<file path="src/rtl/uart_txrx.sv">
// Full-duplex 8N1 UART: independent TX serialiser and RX deserialiser sharing one clock.
// Define UART_FRAME_ERR_EN to add o_rx_frame_err (stop-bit errors and start-bit glitches).
module uart_txrx #(
  parameter int CLKS_PER_BIT = 434
) (
  input  logic       i_clk,
  input  logic       i_rst,
  input  logic       i_tx_byte_rdy,
  input  logic [7:0] i_tx_byte,
  output logic       o_tx_busy,
  output logic       o_tx,
  output logic       o_tx_done,
  input  logic       i_rx,
`ifdef UART_FRAME_ERR_EN
  output logic       o_rx_frame_err,
`endif
  output logic       o_rx_byte_rdy,
  output logic [7:0] o_rx_byte
);

  localparam int CW = $clog2(CLKS_PER_BIT) + 1;
  localparam logic [CW-1:0] BIT_LAST  = CW'(CLKS_PER_BIT - 1);
  localparam logic [CW-1:0] HALF_LAST = CW'((CLKS_PER_BIT - 1) / 2);

  localparam logic [2:0] S_IDLE  = 3'd0;
  localparam logic [2:0] S_START = 3'd1;
  localparam logic [2:0] S_DATA  = 3'd2;
  localparam logic [2:0] S_STOP  = 3'd3;
  localparam logic [2:0] S_DONE  = 3'd4;

  // ---------------------------------------------------------------- TX
  logic [2:0]    tx_state_q, tx_state_d;
  logic [CW-1:0] tx_cnt_q, tx_cnt_d;
  logic [2:0]    tx_idx_q, tx_idx_d;
  logic [7:0]    tx_data_q, tx_data_d;
  logic          tx_q, tx_d;
  logic          tx_busy_q, tx_busy_d;
  logic          tx_done_q, tx_done_d;
  logic          tx_bit_end;

  assign tx_bit_end = (tx_cnt_q == BIT_LAST);

  always_comb begin
    // NOTE: every output of a combinational block gets a default first, so no path can infer a latch.
    tx_state_d = tx_state_q;
    tx_cnt_d   = tx_cnt_q + 1'b1;
    tx_idx_d   = tx_idx_q;
    tx_data_d  = tx_data_q;
    case (tx_state_q)
      S_IDLE: begin
        tx_cnt_d = '0;
        if (i_tx_byte_rdy) begin
          tx_state_d = S_START;
          tx_data_d  = i_tx_byte;
        end
      end
      S_START: if (tx_bit_end) begin
        tx_state_d = S_DATA;
        tx_cnt_d   = '0;
        tx_idx_d   = '0;
      end
      S_DATA: if (tx_bit_end) begin
        tx_cnt_d = '0;
        tx_idx_d = tx_idx_q + 1'b1;
        if (tx_idx_q == 3'd7) tx_state_d = S_STOP;
      end
      S_STOP: if (tx_bit_end) begin
        tx_state_d = S_DONE;
        tx_cnt_d   = '0;
      end
      default: begin
        tx_state_d = S_IDLE;
        tx_cnt_d   = '0;
      end
    endcase

    // Outputs are decoded from the next state and registered so the serial pin never glitches.
    tx_d      = 1'b1;
    tx_busy_d = 1'b0;
    tx_done_d = 1'b0;
    case (tx_state_d)
      S_START: begin tx_d = 1'b0;                  tx_busy_d = 1'b1; end
      S_DATA:  begin tx_d = tx_data_d[tx_idx_d];   tx_busy_d = 1'b1; end
      S_STOP:  tx_busy_d = 1'b1;
      S_DONE:  tx_done_d = 1'b1;
      default: ;
    endcase
  end

  always_ff @(posedge i_clk) begin
    // NOTE: state updates use non-blocking assignments; reset is synchronous, sampled on the clock edge.
    if (i_rst) begin
      tx_state_q <= S_IDLE;
      tx_cnt_q   <= '0;
      tx_idx_q   <= '0;
      tx_data_q  <= '0;
      tx_q       <= 1'b1;
      tx_busy_q  <= 1'b0;
      tx_done_q  <= 1'b0;
    end else begin
      tx_state_q <= tx_state_d;
      tx_cnt_q   <= tx_cnt_d;
      tx_idx_q   <= tx_idx_d;
      tx_data_q  <= tx_data_d;
      tx_q       <= tx_d;
      tx_busy_q  <= tx_busy_d;
      tx_done_q  <= tx_done_d;
    end
  end

  assign o_tx      = tx_q;
  assign o_tx_busy = tx_busy_q;
  assign o_tx_done = tx_done_q;

  // ---------------------------------------------------------------- RX
  logic [1:0]    rx_sync_q;
  logic          rx_s;
  logic [2:0]    rx_state_q, rx_state_d;
  logic [CW-1:0] rx_cnt_q, rx_cnt_d;
  logic [2:0]    rx_idx_q, rx_idx_d;
  logic [7:0]    rx_shift_q, rx_shift_d;
  logic [7:0]    rx_byte_q, rx_byte_d;
  logic          rx_rdy_q, rx_rdy_d;
  logic          rx_bit_end;
`ifdef UART_FRAME_ERR_EN
  logic          rx_err_q, rx_err_d;
`endif

  assign rx_s       = rx_sync_q[1];
  assign rx_bit_end = (rx_cnt_q == BIT_LAST);

  always_comb begin
    rx_state_d = rx_state_q;
    rx_cnt_d   = rx_cnt_q + 1'b1;
    rx_idx_d   = rx_idx_q;
    rx_shift_d = rx_shift_q;
    rx_byte_d  = rx_byte_q;
    rx_rdy_d   = 1'b0;
`ifdef UART_FRAME_ERR_EN
    rx_err_d   = 1'b0;
`endif
    case (rx_state_q)
      S_IDLE: begin
        rx_cnt_d = '0;
        if (!rx_s) rx_state_d = S_START;
      end
      // Mid-bit recheck of the start bit; a high line here means the low was only a glitch.
      S_START: if (rx_cnt_q == HALF_LAST) begin
        rx_cnt_d = '0;
        rx_idx_d = '0;
        if (rx_s) begin
          rx_state_d = S_IDLE;
`ifdef UART_FRAME_ERR_EN
          rx_err_d   = 1'b1;
`endif
        end else begin
          rx_state_d = S_DATA;
        end
      end
      S_DATA: if (rx_bit_end) begin
        rx_cnt_d             = '0;
        rx_shift_d[rx_idx_q] = rx_s;
        rx_idx_d             = rx_idx_q + 1'b1;
        if (rx_idx_q == 3'd7) rx_state_d = S_STOP;
      end
      S_STOP: if (rx_bit_end) begin
        rx_cnt_d   = '0;
        rx_state_d = S_DONE;
        if (rx_s) begin
          rx_byte_d = rx_shift_q;
          rx_rdy_d  = 1'b1;
        end else begin
`ifdef UART_FRAME_ERR_EN
          rx_err_d  = 1'b1;
`endif
        end
      end
      default: begin
        rx_state_d = S_IDLE;
        rx_cnt_d   = '0;
      end
    endcase
  end

  always_ff @(posedge i_clk) begin
    if (i_rst) begin
      rx_sync_q  <= 2'b11;
      rx_state_q <= S_IDLE;
      rx_cnt_q   <= '0;
      rx_idx_q   <= '0;
      rx_shift_q <= '0;
      rx_byte_q  <= '0;
      rx_rdy_q   <= 1'b0;
    end else begin
      rx_sync_q  <= {rx_sync_q[0], i_rx};
      rx_state_q <= rx_state_d;
      rx_cnt_q   <= rx_cnt_d;
      rx_idx_q   <= rx_idx_d;
      rx_shift_q <= rx_shift_d;
      rx_byte_q  <= rx_byte_d;
      rx_rdy_q   <= rx_rdy_d;
    end
  end

`ifdef UART_FRAME_ERR_EN
  always_ff @(posedge i_clk) begin
    if (i_rst) rx_err_q <= 1'b0;
    else       rx_err_q <= rx_err_d;
  end

  assign o_rx_frame_err = rx_err_q;
`endif

  assign o_rx_byte     = rx_byte_q;
  assign o_rx_byte_rdy = rx_rdy_q;

endmodule

</file>
<file path="config.mk">
export PLATFORM = sky130hd
export DESIGN_NAME = uart_txrx
export DESIGN_NICKNAME = d
export VERILOG_FILES = /design/src/rtl/uart_txrx.sv
export SDC_FILE = /design/constraint.sdc
export NUM_CORES = 1
export LEC_CHECK = 0
export BUFFER_PORTS_ARGS = -buffer_cell sky130_fd_sc_hd__buf_4
export CAP_MARGIN = 10
export CORE_MARGIN = 1
export CORE_UTILIZATION = 30
export CTS_CLUSTER_SIZE = 25
export DETAILED_ROUTE_END_ITERATION = 12
export GPL_TIMING_DRIVEN = 0
export HOLD_SLACK_MARGIN = 0.06
export SLEW_MARGIN = 20
export SYNTH_ARGS = -nofsm -noshare
export SYNTH_HDL_FRONTEND = slang
export SYNTH_SLANG_ARGS = --single-unit
</file>
<file path="constraint.sdc">
create_clock -name i_clk -period 6.5 [get_ports i_clk]
set_input_delay 1.3 -clock i_clk [delete_from_list [all_inputs] [get_ports i_clk]]
set_output_delay 1.3 -clock i_clk [all_outputs]
set_load 0.02 [all_outputs]
</file>
# --- After elaboration in Yosys (flattened, before gate mapping) ---
# Cells that the tools add are included.
classes:
  n_mux: 33
  n_reduce_logical: 13
  n_lt_le_gt_ge: 3
  addsub: 4
  n_bitwise: 3
  n_eq_ne: 20
op_table:
  columns: ["op", "count"]
  rows:
  - ["two-way mux 3 bit", 14]
  - ["case mux 3 bit (4 select lines)", 2]
  - ["adder 10 x 1 -> 10 bit, second input constant", 2]
  - ["== test 10 x 9 -> 1 bit, second input constant", 2]
  - ["two-way mux 10 bit", 2]
  - ["case mux 10 bit (2 select lines)", 1]
  - ["== test 3 x 2 -> 1 bit, second input constant", 6]
  - ["two-way mux 8 bit", 2]
  - ["case mux 3 bit (2 select lines)", 2]
  - ["OR reduction 3 bit", 4]
  - ["== test 10 x 8 -> 1 bit, second input constant", 1]
  - ["!= test 2 bit, second input constant", 5]
  - ["== test 3 x 1 -> 1 bit, second input constant", 3]
  - ["== test 3 bit, second input constant", 3]
  - ["bitwise mux 8 bit", 1]
  - ["< comparator 3 x 4 -> 1 bit, second input constant", 2]
  - ["adder 3 x 1 -> 3 bit, second input constant", 2]
  - ["zero test 3 bit", 2]
  - ["AND reduction 3 bit", 2]
  - ["two-way mux 1 bit", 5]
  - ["AND reduction 5 bit", 1]
  - ["binary-select mux 1 bit (select 3 bit)", 1]
  - ["demux 1 bit (select 3 bit)", 1]
  - ["greater-or-equal comparator 3 x 1 -> 1 bit, second input constant", 1]
  - ["7 further kinds", 9]
word_totals:
  word_cells: 90
  ff_bits: 62
  out_inout_bits: 12
  input_bits: 12

# --- Depth between registers and ports, before layout ---
depth:
  word_depth: 7
  mapped_depth: 12
  mapped_depth_nobuf: 12

# --- Least setup slack after synthesis ---
# OpenSTA, ideal clock, no wires.
synth_timing:
  path_type: "input-to-reg"
  from: "in i_tx_byte_rdy"
  to: "reg tx_q, in the netlist o_tx"
  setup_time_ps: 130
  path_stages: 7
  n_path_buf: 1
  required_time_ps: 6370
  path_slack_ps: 3717
  arrival_ps: 2652
  path_cell_list: "or4b_1 clkbuf_1 nand2_1 a22oi_1 or2_2 a211oi_1 o31ai_1"
synth_between:
  elab_chain_len: 5
  elab_cells_between_ends: 9
  classes_between: "eq/ne: 2; mux: 7"
synth_lines:
  columns: ["element", "line", "rtl"]
  rows:
  - ["start: declaration", "8", "input logic i_tx_byte_rdy,"]
  - ["two-way mux 8 bit", "52", "if (i_tx_byte_rdy) begin"]
  - ["two-way mux 8 bit", "49", "case (tx_state_q)"]
  - ["binary-select mux 1 bit (select 3 bit)", "83", "S_DATA: begin tx_d = tx_data_d[tx_idx_d]; tx_busy_d = 1'b1; end"]
  - ["two-way mux 1 bit (not written as such)", "83", null]
  - ["case mux 1 bit (2 select lines) (*)", "81", "case (tx_state_d)"]
  - ["end signal: assignment", "105", "tx_q <= tx_d;"]
  - ["end: declaration", "36", "logic tx_q, tx_d;"]
# Mark *: on every way between the ends. The rest lies on a longest branch, timed or not. The select of a mux whose other input is x is not followed.
# A chain may end at the register's enable or synchronous reset.

# --- Final worst setup path ---
layout_timing:
  from: "reg tx_cnt_q[7]"
  to: "reg tx_q, in the netlist o_tx"
layout_between:
  elab_chain_len: 6
  elab_cells_between_ends: 13
  classes_between: "eq/ne: 3; mux: 10"
layout_lines:
  columns: ["element", "line", "rtl"]
  rows:
  - ["start: declaration", "33", "logic [CW-1:0] tx_cnt_q, tx_cnt_d;"]
  - ["start signal: assignment", "102", "tx_cnt_q <= tx_cnt_d;"]
  - ["== test 10 x 9 -> 1 bit (*)", "41", "assign tx_bit_end = (tx_cnt_q == BIT_LAST);"]
  - ["two-way mux 3 bit (on tied branches)", "62, 57", null]
  - ["case mux 3 bit (2 select lines)", "49", null]
  - ["binary-select mux 1 bit (select 3 bit)", "83", null]
  - ["two-way mux 1 bit (not written as such)", "83", null]
  - ["case mux 1 bit (2 select lines) (*)", "81", null]
# Marked as above.

==> reports/metrics.yaml <==
yosys:
  postSynthAreaPerCell_um2: 8.98
  unique_cell_type_count_in_the_yosys_netlist: 51
  top_cell_types_by_occurrence_after_synthesis: "sky130_fd_sc_hd__dfxtp_1, sky130_fd_sc_hd__nor2_1, sky130_fd_sc_hd__nand2_1, sky130_fd_sc_hd__a21oi_1, sky130_fd_sc_hd__mux2i_1"
  ys_seq_elements: 62
  top_count_cell_post_synth: "sky130_fd_sc_hd__dfxtp_1"
  dominantRegCellSynth: "sky130_fd_sc_hd__dfxtp_1"
  synth_area_um2: 2830
  synth_largest_type_area_fraction_pct: 43.9
  synth.yosys.warnings: 0
  yosysSeqAreaShare_pct: 43.9
  yosysTopAreaCell: "sky130_fd_sc_hd__dfxtp_1"
  synth.area.top_cells: "sky130_fd_sc_hd__dfxtp_1, sky130_fd_sc_hd__nor2_1, sky130_fd_sc_hd__mux2i_1, sky130_fd_sc_hd__ha_1, sky130_fd_sc_hd__nand2_1"
  async_flop_share_pct: 0
  synth_edf_count: 0
  synth_nets: 337
  number_of_cells_produced_by_synthesis: 315
clock_tree:
  total_cts_buffers: 9
  ctsRootBufferMaster: "sky130_fd_sc_hd__clkbuf_8"
  numClockSinks: 62
  clk-insertion-delay-late_ns: 0.34
  ctsHoldBuffers: 0
  cts.reportedPaths.clkPinSlew_ns: 0.07
  cts_post_setup_buffers_inserted: 0
  cts_htree_levels: 3
  cts-resized-gates: 0
  clk_path_buf_depth: 2
  tritoncts: "done"
timing:
  grt_setup_unrepaired: "no"
  worst_setup_margin_ns: 3.47
  worst-slew-pin-transition_ns: 0.836
  slew_viol_final: 0
  final.period_utilization_pct: 46.6
  finalSetupViolations: 0
  maxSlewHeadroom_pct: 44.0
  hold_viol: 0
  setup_tns_ns: 0
  layout_min_cycle_time_ns: 3.03
  max_freq_mhz: 330
  skew_ns: 0.0122
run_status:
  outcome: "finished clean"
power_and_ir_drop:
  ir_drop_mv: 0.118
  power_density_nw_per_um2: 224
  total_leakage_power_nw: 1.25
  p_total_uw: 743
layout:
  design_area_um2: 3310
  multiInputGateArea_um2: 1500
  post_route_cells_drive_above_1_share_pct: 13.6
  final_cell_utilization_of_the_core_pct: 36.0
  antenna_cells_inserted: 0
  seqCellArea_um2: 1240
  finalNetCount: 370
  layout-area-overhead-vs-synth_pct: 17.2
  fillerInstances: 954
placed_design:
  place.detailed.hpwl_um: 4070
  globalplace.congestion: 0.803
  dp_worst_setup_slack_ns: 3.36
  detailed_place.area_um2: 3130
  buffer_ports.inserted: 22
setup_path:
  critical-path-top-delay-family: "simple AND/OR/NAND/NOR gates"
  regToRegStartpoint: "tx_cnt_q[7]"
  critical_path_cell_count: 10
  worst_r2r_path_depth: 10
  cp_slowest_stage_delay_ns: 0.43
  timing.critical_path.fanout_max: 5
  r2r_end: "o_tx"
  criticalPathCategory: "reg -> reg"
  arrival_ns: 3.24
  reg2reg_slack_ns: 3.47
  worstPathRequired_ns: 6.71
  endpoint_of_the_worst_setup_timing_path: "o_tx"
  crit_path_start_kind: "flop"
  setup.worst_path.start: "tx_cnt_q[7]"
  worst-path-buf-inv: 1
  critical_path.cell_chain: "nor4bb_1, and3b_1, inv_1, ha_1, nor4b_1, a31o_2, nor2_1, mux4_2, a211oi_1, o31ai_1"
  timing.critical_path.slowest_stage_cell: "sky130_fd_sc_hd__nor4bb_1"
  cp_capture_type: "flop"
global_route:
  pin_count_of_the_biggest_net_entering_global_routing: 11
  global_route.overflow_total: 0
  grt.total_usage_pct: 12.6
  antenna_found_initial: 0
  grt_pass1_wl_um: 9820
  first_global_vias: 2182
die:
  num_rows: 35
  floorplan.die.width_um: 99.1
  initial_core_util_pct: 30.8
  core_region_area_um2: 9200
  ios: 24
  fp.dieArea_um2: 9820
  die_h_um: 99.1
route:
  route.antenna.remaining_nets: 0
  via_per_inst: 4.88
  dr_total_vias: 2262
  met3WireLength_um: 179
  highest_routing_layer_actually_used: "met4"
  post-route-drc-count: 0
  detailroute.wirelength.met2_um: 2710
  routed_wire_length_per_instance_um: 12.4
  dr.first_iter.drc_count: 73
  wirelength_met1_um: 2750
  routed_wl_um: 5760
  drtPass1Iterations: 8
run:
  maxCapViolCount: 0
worst_hold_path:
  min-delay-path-class: "reg -> reg"
where the power goes:
group | leakage [nW] | switching (mW) | internal [mW]
clock network | 0.0968 | 0.141 | 0.175
registers | 0.502 | 0.00224 | 0.386
logic | 0.651 | 0.0237 | 0.0157
worst min path at each step:
| stage | startpoint | slack, ns | cells past startpoint | endpoint |
|---|---|---|---|---|
| 2_1_floorplan | rx_sync_q[0] | 0.39 | 1 | rx_sync_q[1] |
| 3_3_place_gp | rx_sync_q[0] | 0.40 | 1 | rx_sync_q[1] |
| 3_5_place_dp | rx_sync_q[0] | 0.41 | 1 | rx_sync_q[1] |
| 4_1_cts | rx_sync_q[0] | 0.42 | 1 | rx_sync_q[1] |
| 5_1_grt | rx_sync_q[0] | 0.45 | 1 | rx_sync_q[1] |
| 6_report | rx_sync_q[0] | 0.42 | 1 | rx_sync_q[1] |
worst reg2reg max path, stage by stage (launching register included):
cell                       delay (ns)
sky130_fd_sc_hd__dfxtp_1         0.39
sky130_fd_sc_hd__nor4bb_1        0.43
sky130_fd_sc_hd__and3b_1         0.30
sky130_fd_sc_hd__inv_1           0.12
sky130_fd_sc_hd__ha_1            0.28
sky130_fd_sc_hd__nor4b_1         0.35
sky130_fd_sc_hd__a31o_2          0.21
sky130_fd_sc_hd__nor2_1          0.09
sky130_fd_sc_hd__mux4_2          0.32
sky130_fd_sc_hd__a211oi_1        0.31
sky130_fd_sc_hd__o31ai_1         0.10
cells in the final DEF (no fill, tap or decap), types with 3 or more instances in the layout:
master                      n
sky130_fd_sc_hd__nand2b_1   4
sky130_fd_sc_hd__xnor2_1    7
sky130_fd_sc_hd__or2_2      3
sky130_fd_sc_hd__a211oi_1   5
sky130_fd_sc_hd__ha_1      10
sky130_fd_sc_hd__inv_1      7
sky130_fd_sc_hd__mux2i_1   15
sky130_fd_sc_hd__and2_1     3
sky130_fd_sc_hd__a22oi_1    3
sky130_fd_sc_hd__nand3b_1   4
sky130_fd_sc_hd__clkbuf_8   9
sky130_fd_sc_hd__nor3b_1    6
sky130_fd_sc_hd__nand3_1   13
sky130_fd_sc_hd__buf_4     22
sky130_fd_sc_hd__nor3_1     9
sky130_fd_sc_hd__dfxtp_1   62
sky130_fd_sc_hd__nor2_1    47
sky130_fd_sc_hd__clkinv_2   4
sky130_fd_sc_hd__clkbuf_1  14
sky130_fd_sc_hd__xor2_1    10
sky130_fd_sc_hd__a21oi_1   18
sky130_fd_sc_hd__nand2_1   31
sky130_fd_sc_hd__nand4_1    3
sky130_fd_sc_hd__and3_1     4
state kept, by name (all words and copies together) (netlist names):
register / flops
rx_cnt_q: 10
rx_sync_q: 2
o_tx: 1
tx_idx_q: 3
o_rx_byte: 8
rx_shift_q: 8
tx_cnt_q: 10
o_tx_done: 1
rx_state_q: 3
o_tx_busy: 1
o_rx_byte_rdy: 1
tx_data_q: 8
rx_idx_q: 3
tx_state_q: 3
per-layer routing:
| layer | vias up | track usage (%) |
|---|---|---|
| met2 | 42 | 20.4 |
| met5 | - | 0 |
| met3 | 11 | 3.23 |
| met4 | 0 | 6.22 |
| met1 | 1053 | 15.5 |
| li1 | 1156 | - |
cell type report:
type / instances / area share [%]
multi-input cells: 231 / 45.3
flip-flops and latches: 62 / 37.4
repair buffers: 22 / 4.98
well taps: 111 / 4.19
clock buffers: 11 / 3.96
plain buffers: 15 / 1.77
clock inverters: 5 / 1.51
inverters: 7 / 0.793
cells by family (layout without fill, tap and decap cells):
kind of cell | count (synthesis) | count (layout) | share of synthesized area (%)
compound gates | 41 | 41 | 10.0
fa+ha+maj | 10 | 10 | 4.42
xor+xnor | 17 | 17 | 5.26
flops | 62 | 62 | 43.9
buf+inv | 22 | 60 | 3.01
mux | 17 | 17 | 6.50
simple gates | 146 | 146 | 26.9
through the flow:
| stage | hold WS [ns] | instances |
|---|---|---|
| finish | 0.420 | 464 |
| global route | 0.446 | 464 |
| CTS | 0.425 | 464 |
| detailed placement | 0.406 | 448 |
| global placement | 0.404 | 448 |
| floorplan | 0.389 | 315 |
Note: power is estimated with default switching activity, not from simulation.
